`config.mk`:
```
export PLATFORM = sky130hd
export DESIGN_NAME = mac_csa_pipe
export DESIGN_NICKNAME = d
export VERILOG_FILES = /design/src/rtl/mac_pkg.sv /design/src/rtl/mac_csa_pipe_csa_add.sv /design/src/rtl/mac_csa_pipe.sv
export SDC_FILE = /design/constraint.sdc
export NUM_CORES = 1
export LEC_CHECK = 0
export CAP_MARGIN = 5
export CORE_MARGIN = 2
export CORE_UTILIZATION = 50
export DETAILED_ROUTE_END_ITERATION = 10
export GPL_TIMING_DRIVEN = 1
export PLACE_DENSITY = 0.69
export SYNTH_ARGS = -nofsm -noshare
export SYNTH_HDL_FRONTEND = slang
export SYNTH_SLANG_ARGS = --single-unit
```
`constraint.sdc`:
```
create_clock -name clk_i -period 11.5 [get_ports clk_i]
set_input_delay 2.3 -clock clk_i [delete_from_list [all_inputs] [get_ports clk_i]]
set_output_delay 2.3 -clock clk_i [all_outputs]
set_load 0.005 [all_outputs]
```
`src/rtl/mac_pkg.sv`:
```
// Shared constants, stage record and saturation limits for the pipelined MAC.
// Limits are returned in a wide word; callers slice them to their accumulator width.
package mac_pkg;

    localparam int DEF_DATA_W  = 8;
    localparam int DEF_ACC_W   = 24;
    localparam int DEF_CSA_BLK = 4;
    localparam int STG_W       = 64;

    typedef struct packed {
        logic [STG_W-1:0] dat;
        logic             last;
        logic             vld;
    } stage_t;

    typedef enum logic {
        S3_ACCUM = 1'b0,
        S3_HOLD  = 1'b1
    } s3_state_e;

    function automatic logic [STG_W-1:0] sat_hi(input int w, input bit sgn);
        logic [STG_W-1:0] one;
        one = {{(STG_W-1){1'b0}}, 1'b1};
        sat_hi = sgn ? ((one << (w - 1)) - one) : ((one << w) - one);
    endfunction

    function automatic logic [STG_W-1:0] sat_lo(input int w, input bit sgn);
        sat_lo = sgn ? ~sat_hi(w, 1'b1) : '0;
    endfunction

endpackage

```
`src/rtl/mac_csa_pipe_csa_add.sv`:
```
// Carry-select adder: every block precomputes its sum for carry-in 0 and 1,
// and the carry rippling between blocks only drives the select muxes.
module csa_add #(
    parameter int W   = 25,
    parameter int BLK = 4
) (
    input  logic [W-1:0] a_i,
    input  logic [W-1:0] b_i,
    input  logic         cin_i,
    output logic [W-1:0] sum_o,
    output logic         cout_o
);

    localparam int NB = (W + BLK - 1) / BLK;

    for (genvar k = 0; k < NB; k++) begin : g_blk
        localparam int LO = k * BLK;
        localparam int BW = ((W - LO) < BLK) ? (W - LO) : BLK;

        logic [BW:0] s0;
        logic [BW:0] s1;
        logic        ci;
        logic        co;

        if (k == 0) begin : g_c0
            assign ci = cin_i;
        end else begin : g_cn
            assign ci = g_blk[k-1].co;
        end

        assign s0 = {1'b0, a_i[LO +: BW]} + {1'b0, b_i[LO +: BW]};
        assign s1 = {1'b0, a_i[LO +: BW]} + {1'b0, b_i[LO +: BW]} + {{BW{1'b0}}, 1'b1};

        assign sum_o[LO +: BW] = ci ? s1[BW-1:0] : s0[BW-1:0];
        assign co              = ci ? s1[BW]     : s0[BW];
    end

    assign cout_o = g_blk[NB-1].co;

endmodule

```
`src/rtl/mac_csa_pipe.sv`:
```
// Pipelined saturating multiply-accumulate: one dot product per last-flagged vector.
// Last pair accepted at edge T shows on the output after edge T+3; a held output stalls every stage.
module mac_csa_pipe
    import mac_pkg::*;
#(
    parameter int DATA_W  = DEF_DATA_W,
    parameter int ACC_W   = DEF_ACC_W,
    parameter int SIGNED  = 1,
    parameter int CSA_BLK = DEF_CSA_BLK
) (
    input  logic              clk_i,
    input  logic              rst_n_i,
    input  logic              in_valid_i,
    output logic              in_ready_o,
    input  logic [DATA_W-1:0] a_i,
    input  logic [DATA_W-1:0] b_i,
    input  logic              in_last_i,
    output logic              out_valid_o,
    input  logic              out_ready_i,
    output logic [ACC_W-1:0]  acc_o,
    output logic              ovf_o
);

    localparam bit SGN = (SIGNED != 0);
    localparam int PW  = 2 * DATA_W;
    localparam int SW  = ACC_W + 1;
    localparam logic [STG_W-1:0] HI_L = sat_hi(ACC_W, SGN);
    localparam logic [STG_W-1:0] LO_L = sat_lo(ACC_W, SGN);

    logic      en;
    logic      load;
    s3_state_e state_q;
    s3_state_e state_d;

    // S1: operand capture
    logic [DATA_W-1:0] a_q;
    logic [DATA_W-1:0] b_q;
    logic              s1_last_q;
    logic              s1_vld_q;

    always_ff @(posedge clk_i or negedge rst_n_i) begin
        if (!rst_n_i) begin
            a_q       <= '0;
            b_q       <= '0;
            s1_last_q <= 1'b0;
            s1_vld_q  <= 1'b0;
        end else if (en) begin
            s1_vld_q <= in_valid_i;
            if (in_valid_i) begin
                a_q       <= a_i;
                b_q       <= b_i;
                s1_last_q <= in_last_i;
            end
        end
    end

    // S2: the low PW bits of a product of extended operands are the exact product in either mode
    logic [PW-1:0]    a_x;
    logic [PW-1:0]    b_x;
    logic [PW-1:0]    prod;
    logic [STG_W-1:0] prod_ext;
    stage_t           s2_q;

    assign a_x      = {{DATA_W{SGN & a_q[DATA_W-1]}}, a_q};
    assign b_x      = {{DATA_W{SGN & b_q[DATA_W-1]}}, b_q};
    assign prod     = a_x * b_x;
    assign prod_ext = {{(STG_W-PW){SGN & prod[PW-1]}}, prod};

    always_ff @(posedge clk_i or negedge rst_n_i) begin
        if (!rst_n_i) begin
            s2_q <= '0;
        end else if (en) begin
            s2_q.vld  <= s1_vld_q;
            s2_q.last <= s1_last_q;
            if (s1_vld_q) begin
                s2_q.dat <= prod_ext;
            end
        end
    end

    // S3: accumulate one bit wider than the accumulator so overflow is visible
    logic [ACC_W-1:0] acc_q;
    logic             sticky_q;
    logic [ACC_W-1:0] res_q;
    logic             res_ovf_q;
    logic             res_vld_q;
    logic [SW-1:0]    acc_x;
    logic [SW-1:0]    add_b;
    logic [SW-1:0]    sum;
    logic             add_co;
    logic             term_ovf;
    logic [ACC_W-1:0] sat_sum;
    logic             unused_bits;

    assign acc_x       = {SGN & acc_q[ACC_W-1], acc_q};
    assign add_b       = s2_q.dat[SW-1:0];
    assign unused_bits = ^{add_co, s2_q.dat[STG_W-1:SW]};

    csa_add #(
        .W   (SW),
        .BLK (CSA_BLK)
    ) u_acc_add (
        .a_i    (acc_x),
        .b_i    (add_b),
        .cin_i  (1'b0),
        .sum_o  (sum),
        .cout_o (add_co)
    );

    always_comb begin
        term_ovf = SGN ? (sum[SW-1] ^ sum[SW-2]) : sum[SW-1];
        sat_sum  = sum[ACC_W-1:0];
        if (term_ovf) begin
            sat_sum = (SGN && sum[SW-1]) ? LO_L[ACC_W-1:0] : HI_L[ACC_W-1:0];
        end
    end

    always_ff @(posedge clk_i or negedge rst_n_i) begin
        if (!rst_n_i) begin
            acc_q     <= '0;
            sticky_q  <= 1'b0;
            res_q     <= '0;
            res_ovf_q <= 1'b0;
            res_vld_q <= 1'b0;
        end else if (en) begin
            res_vld_q <= s2_q.vld & s2_q.last;
            if (s2_q.vld) begin
                if (s2_q.last) begin
                    res_q     <= sat_sum;
                    res_ovf_q <= sticky_q | term_ovf;
                    acc_q     <= '0;
                    sticky_q  <= 1'b0;
                end else begin
                    acc_q    <= sat_sum;
                    sticky_q <= sticky_q | term_ovf;
                end
            end
        end
    end

    // Output register and its full/empty state
    logic [ACC_W-1:0] out_q;
    logic             out_ovf_q;

    assign load = en & res_vld_q;

    always_ff @(posedge clk_i or negedge rst_n_i) begin
        if (!rst_n_i) begin
            out_q     <= '0;
            out_ovf_q <= 1'b0;
        end else if (load) begin
            out_q     <= res_q;
            out_ovf_q <= res_ovf_q;
        end
    end

    always_ff @(posedge clk_i or negedge rst_n_i) begin
        if (!rst_n_i) begin
            state_q <= S3_ACCUM;
        end else begin
            state_q <= state_d;
        end
    end

    always_comb begin
        state_d = state_q;
        case (state_q)
            S3_ACCUM: if (load) state_d = S3_HOLD;
            S3_HOLD:  if (out_ready_i && !load) state_d = S3_ACCUM;
            default:  state_d = S3_ACCUM;
        endcase
    end

    always_comb begin
        out_valid_o = (state_q == S3_HOLD);
        en          = (state_q == S3_ACCUM) || out_ready_i;
    end

    assign in_ready_o = en;
    assign acc_o      = out_q;
    assign ovf_o      = out_ovf_q;

endmodule
```
**Word-level counts from Yosys, hierarchy flattened**

Index checks and enable logic that the tools add are counted.

- $add $sub $neg: 13
- Multipliers: 1
- Mux-type cells: 18
- Bitwise gates (word level): 5
- Reduce and logical (&&, ||, !) cells: 7

Operators with widths:

| cell | number |
|---|---|
| 2-to-1 mux 24 bit | 3 |
| adder 4 x 4 -> 5 bit | 6 |
| adder 5 x 1 -> 5 bit, second input constant | 5 |
| 2-to-1 mux 4 bit | 5 |
| multiplier 8 x 8 -> 16 bit | 1 |
| 2-to-1 mux 1 bit | 9 |
| AND reduction 2 bit | 3 |
| AND reduction 3 bit | 1 |
| bitwise AND 1 bit | 2 |
| case mux 1 bit (2 select lines) | 1 |
| adder 1 bit | 1 |
| adder 1 bit, second input constant | 1 |
| logical AND 1 bit | 1 |
| zero test 1 bit | 1 |
| logical OR 1 bit | 1 |
| inverter 1 bit | 1 |
| OR 1 bit | 1 |
| bitwise XOR 1 bit | 1 |

- Register bits: 113
- Bits of input ports: 21
- Word-level logic and storage cells: 59

**Longest topological paths before layout**

- Depth after elaboration: 11
- Mapped depth: 20

**By module**

A second synthesis with hierarchy kept.

- Cell total of the unflattened synthesis: 796
- Area total of the unflattened synthesis: 8,341.8 µm²

Modules (own cells, without submodules):

| module | times used | cells each | area an instance (µm²) | seq. area each (µm²) |
|---|---|---|---|---|
| mac_csa_pipe | 1 | 637 | 6,847.8 | 2,827.7 |
| csa_add | 1 | 159 | 1,493.9 | 0.0 |

**Worst setup path before layout**

Ideal clock, no wire load.

- Path kind: input to output
- Start point: input port out_ready_i
- End point: output port in_ready_o
- Arrival time: 2.681 ns
- Slack: 6.519 ns
- Stages on the path: 2
- Buffers on the path: 1
- Path through: nand2b_1 -> clkbuf_1

- Word-level cells in the longest chain between the ends: 1

RTL lines:

| item | line | source |
|---|---|---|
| start: declaration | mac_csa_pipe.sv:19 | `input logic out_ready_i,` |
| logical OR 1 bit | mac_csa_pipe.sv:176 | `en = (state_q == S3_ACCUM) \|\| out_ready_i;` |
| end: declaration | mac_csa_pipe.sv:14 | `output logic in_ready_o,` |

Every way passes these cells.

**Worst setup path after layout**

Ends and elaborated chain as after synthesis.

==> results.json <==
{
  "status": "finished clean",
  "fp.dieH_um": 131,
  "syn-mean-instance-area_um2": 10.4,
  "worstSkewPairLatency_ns": 0.41,
  "synth.ff_latch_count": 113,
  "fmax_mhz": 168,
  "transition_time_at_the_pin_with_the_least_slew_margin_ns": 1.08,
  "cts_max_path_buffers": 2,
  "crit_path_start_kind": "primary input",
  "floorplan.core_area_um2": 15800,
  "fin_crit_ns": 5.97,
  "crit_path_end_kind": "primary output",
  "sink_count_of_the_clock_tree": 113,
  "edff_count_synth": 0,
  "final-max-slew-violation-count": 0,
  "floorplan.rows": 46,
  "yosys_most_used_dff": "dfrtp_1",
  "setup_failing_eps_final": 0,
  "pin_count_of_the_biggest_net_entering_global_routing": 62,
  "remaining_drc_errors": 0,
  "number_of_vias_per_cell": 5.26,
  "die-width_um": 131,
  "cts_tree": "done",
  "dr.pass1.iters": 4,
  "finalCritPeriodShare_pct": 51.9,
  "ant_nets": 0,
  "cts_inserted_buffers": 17,
  "synth.most_common_cell": "dfrtp_1",
  "slew_headroom_pct": 28.0,
  "die_area_um2": 17200,
  "seq_area_um2": 2830,
  "hold_path.class": "flop to flop",
  "post_synth_num_cell_types": 49,
  "globalRouteOverflowTotal": 0,
  "timing.critical_path.fanout_max": 13,
  "critical_path_class": "primary input to primary output",
  "antenna_found_initial": 0,
  "filler_cell_count": 1330,
  "clock_tree.htree_level_count": 4,
  "cts_hold_repair.buffers": 0,
  "grt_pass1_vias": 5904,
  "post_synth_inst_count": 778,
  "drive_above_1_share_pct": 11.5,
  "fin_nets": 967,
  "unrepaired_setup_endpoints_after_global_routing": "false",
  "place.gp.congestion": 0.860,
  "yosys-top-cells-count": "dfrtp_1 (113), inv_1 (95), nand2_1 (83)",
  "drt_iter0_markers": 218,
  "floorplan.initialDensity_pct": 51.1,
  "grt_usage_pct": 20.1,
  "crit_required_ns": 9.20,
  "clk_pin_slew_ns": 0.05,
  "maxCapViolCount": 0,
  "buffers_added_on_ports": 47,
  "diodes": 0,
  "mappedNetlistArea_um2": 8090,
  "clock-skew-final_ns": 0.00962,
  "synth_top_cells_by_area": "dfrtp_1 (35%), fa_1 (15%), ha_1 (9.0%)",
  "ys_seq_area_share_pct": 35.0,
  "multi_input_gate_area_um2": 4820,
  "proportion_of_netlist_area_held_by_the_largest_area_contributor_pct": 35.0,
  "cts.repair.resized": 0,
  "clk_root_buffer_cell": "clkbuf_16",
  "wl_mm": 16.2,
  "grt_first_pass_wirelength_mm": 28.2,
  "tns_setup_ns": 0,
  "syn-num-nets": 918,
  "routed_wire_length_per_instance_um": 15.3,
  "num_io_pins": 48,
  "report.final.hold_viol_count": 0,
  "critPathArrivalTime_ns": 3.67,
  "synth_async_sr_flop_share_pct": 100,
  "route.vias.total": 5551,
  "area.growth.synth_to_final_pct": 15.9,
  "worstRegToRegCells": 19,
  "holdPathStages": 2,
  "synth-warning-count": 0,
  "dpl.hpwl_mm": 12.0,
  "cts_setup_buffers": 0,
  "cell_accounting_for_the_most_synthesized_area": "dfrtp_1"
}
worst paths after layout:
| path | slack, ns | to | from |
|---|---|---|---|
| setup / recovery | 5.53 | in_ready_o | out_ready_i |
| hold / removal | 0.47 | out_valid_o | res_vld_q |
| setup reg to reg | 6.36 | add_b[15] | b_q[4] |
| hold reg to reg | 0.47 | out_valid_o | res_vld_q |
| max in group asynchronous | 8.35 | res_q[10] | rst_n_i |
| min in group asynchronous | 1.97 | res_q[21] | rst_n_i |
critical path: stages:
cell and delay [ns]:
clkdlybuf4s50_1 0.45, nand2b_1 0.33, clkdlybuf4s50_1 0.59
cell type report:
| class | instances | area share [%] |
|---|---|---|
| multi-input cells | 551 | 51.5 |
| repair buffers | 49 | 5.15 |
| well taps | 216 | 2.88 |
| flip-flops and latches | 113 | 30.2 |
| clock buffers | 21 | 4.81 |
| inverters | 95 | 3.81 |
| clock inverters | 11 | 1.72 |
cell usage in the layout, fill, tap and decap left out, types with 16 or more instances in the layout:
cell	netlist	routed
dfrtp_1	113	113
o21ai_1	16	16
fa_1	61	61
clkdlybuf4s50_1	0	46
and2_1	49	49
ha_1	58	58
xnor2_1	24	24
a21oi_1	20	20
inv_1	95	95
nand2_1	83	83
clkbuf_16	0	17
mux2_2	51	51
o21ai_0	42	42
routing by layer:
layer / vias up / wire (um) / global-route usage [%]
li1: 2709 / - / -
met1: 2720 / 7140 / 25.1
met2: 108 / 8300 / 36.0
met3: 14 / 578 / 3.09
met4: 0 / 179 / 6.34
met5: - / 0 / 0
flip-flops by register name (all words and copies together) (netlist names):
signal	count
sticky_q	1
ovf_o	1
res_ovf_q	1
acc_q	24
b_q	8
s1_vld_q	1
acc_o	24
s1_last_q	1
add_b	16
s2_q	2
res_vld_q	1
res_q	24
out_valid_o	1
a_q	8
cells by family after synthesis:
logic type               Yosys count  share of synthesized area (%)
AO/OA/AOI/OAI                    134                           10.3
buffers and inverters            114                           5.45
AND/OR/NAND/NOR                  200                           12.4
XOR/XNOR                          41                           4.77
adder cells (fa/ha/maj)          119                           24.1
multiplexers                      57                           8.00
flip-flops                       113                           35.0
through the flow:
stage | cell area (um^2) | instances | hold WS, ns | worst slack, ns | utilization [%]
2_1_floorplan | 8090 | 778 | 0.436 | 6.52 | -
3_3_place_gp | 8760 | 1024 | 0.452 | 5.54 | 55.3
3_5_place_dp | 8760 | 1024 | 0.463 | 5.54 | 55.3
4_1_cts | 9370 | 1056 | 0.476 | 5.53 | 59.2
5_1_grt | 9370 | 1056 | 0.495 | 5.49 | 59.2
6_report | 9370 | 1056 | 0.474 | 5.53 | 59.2
Power is left out: the tool's default activity adds up to more than one toggle a clock period on the data nets, which glitch-free logic cannot reach.
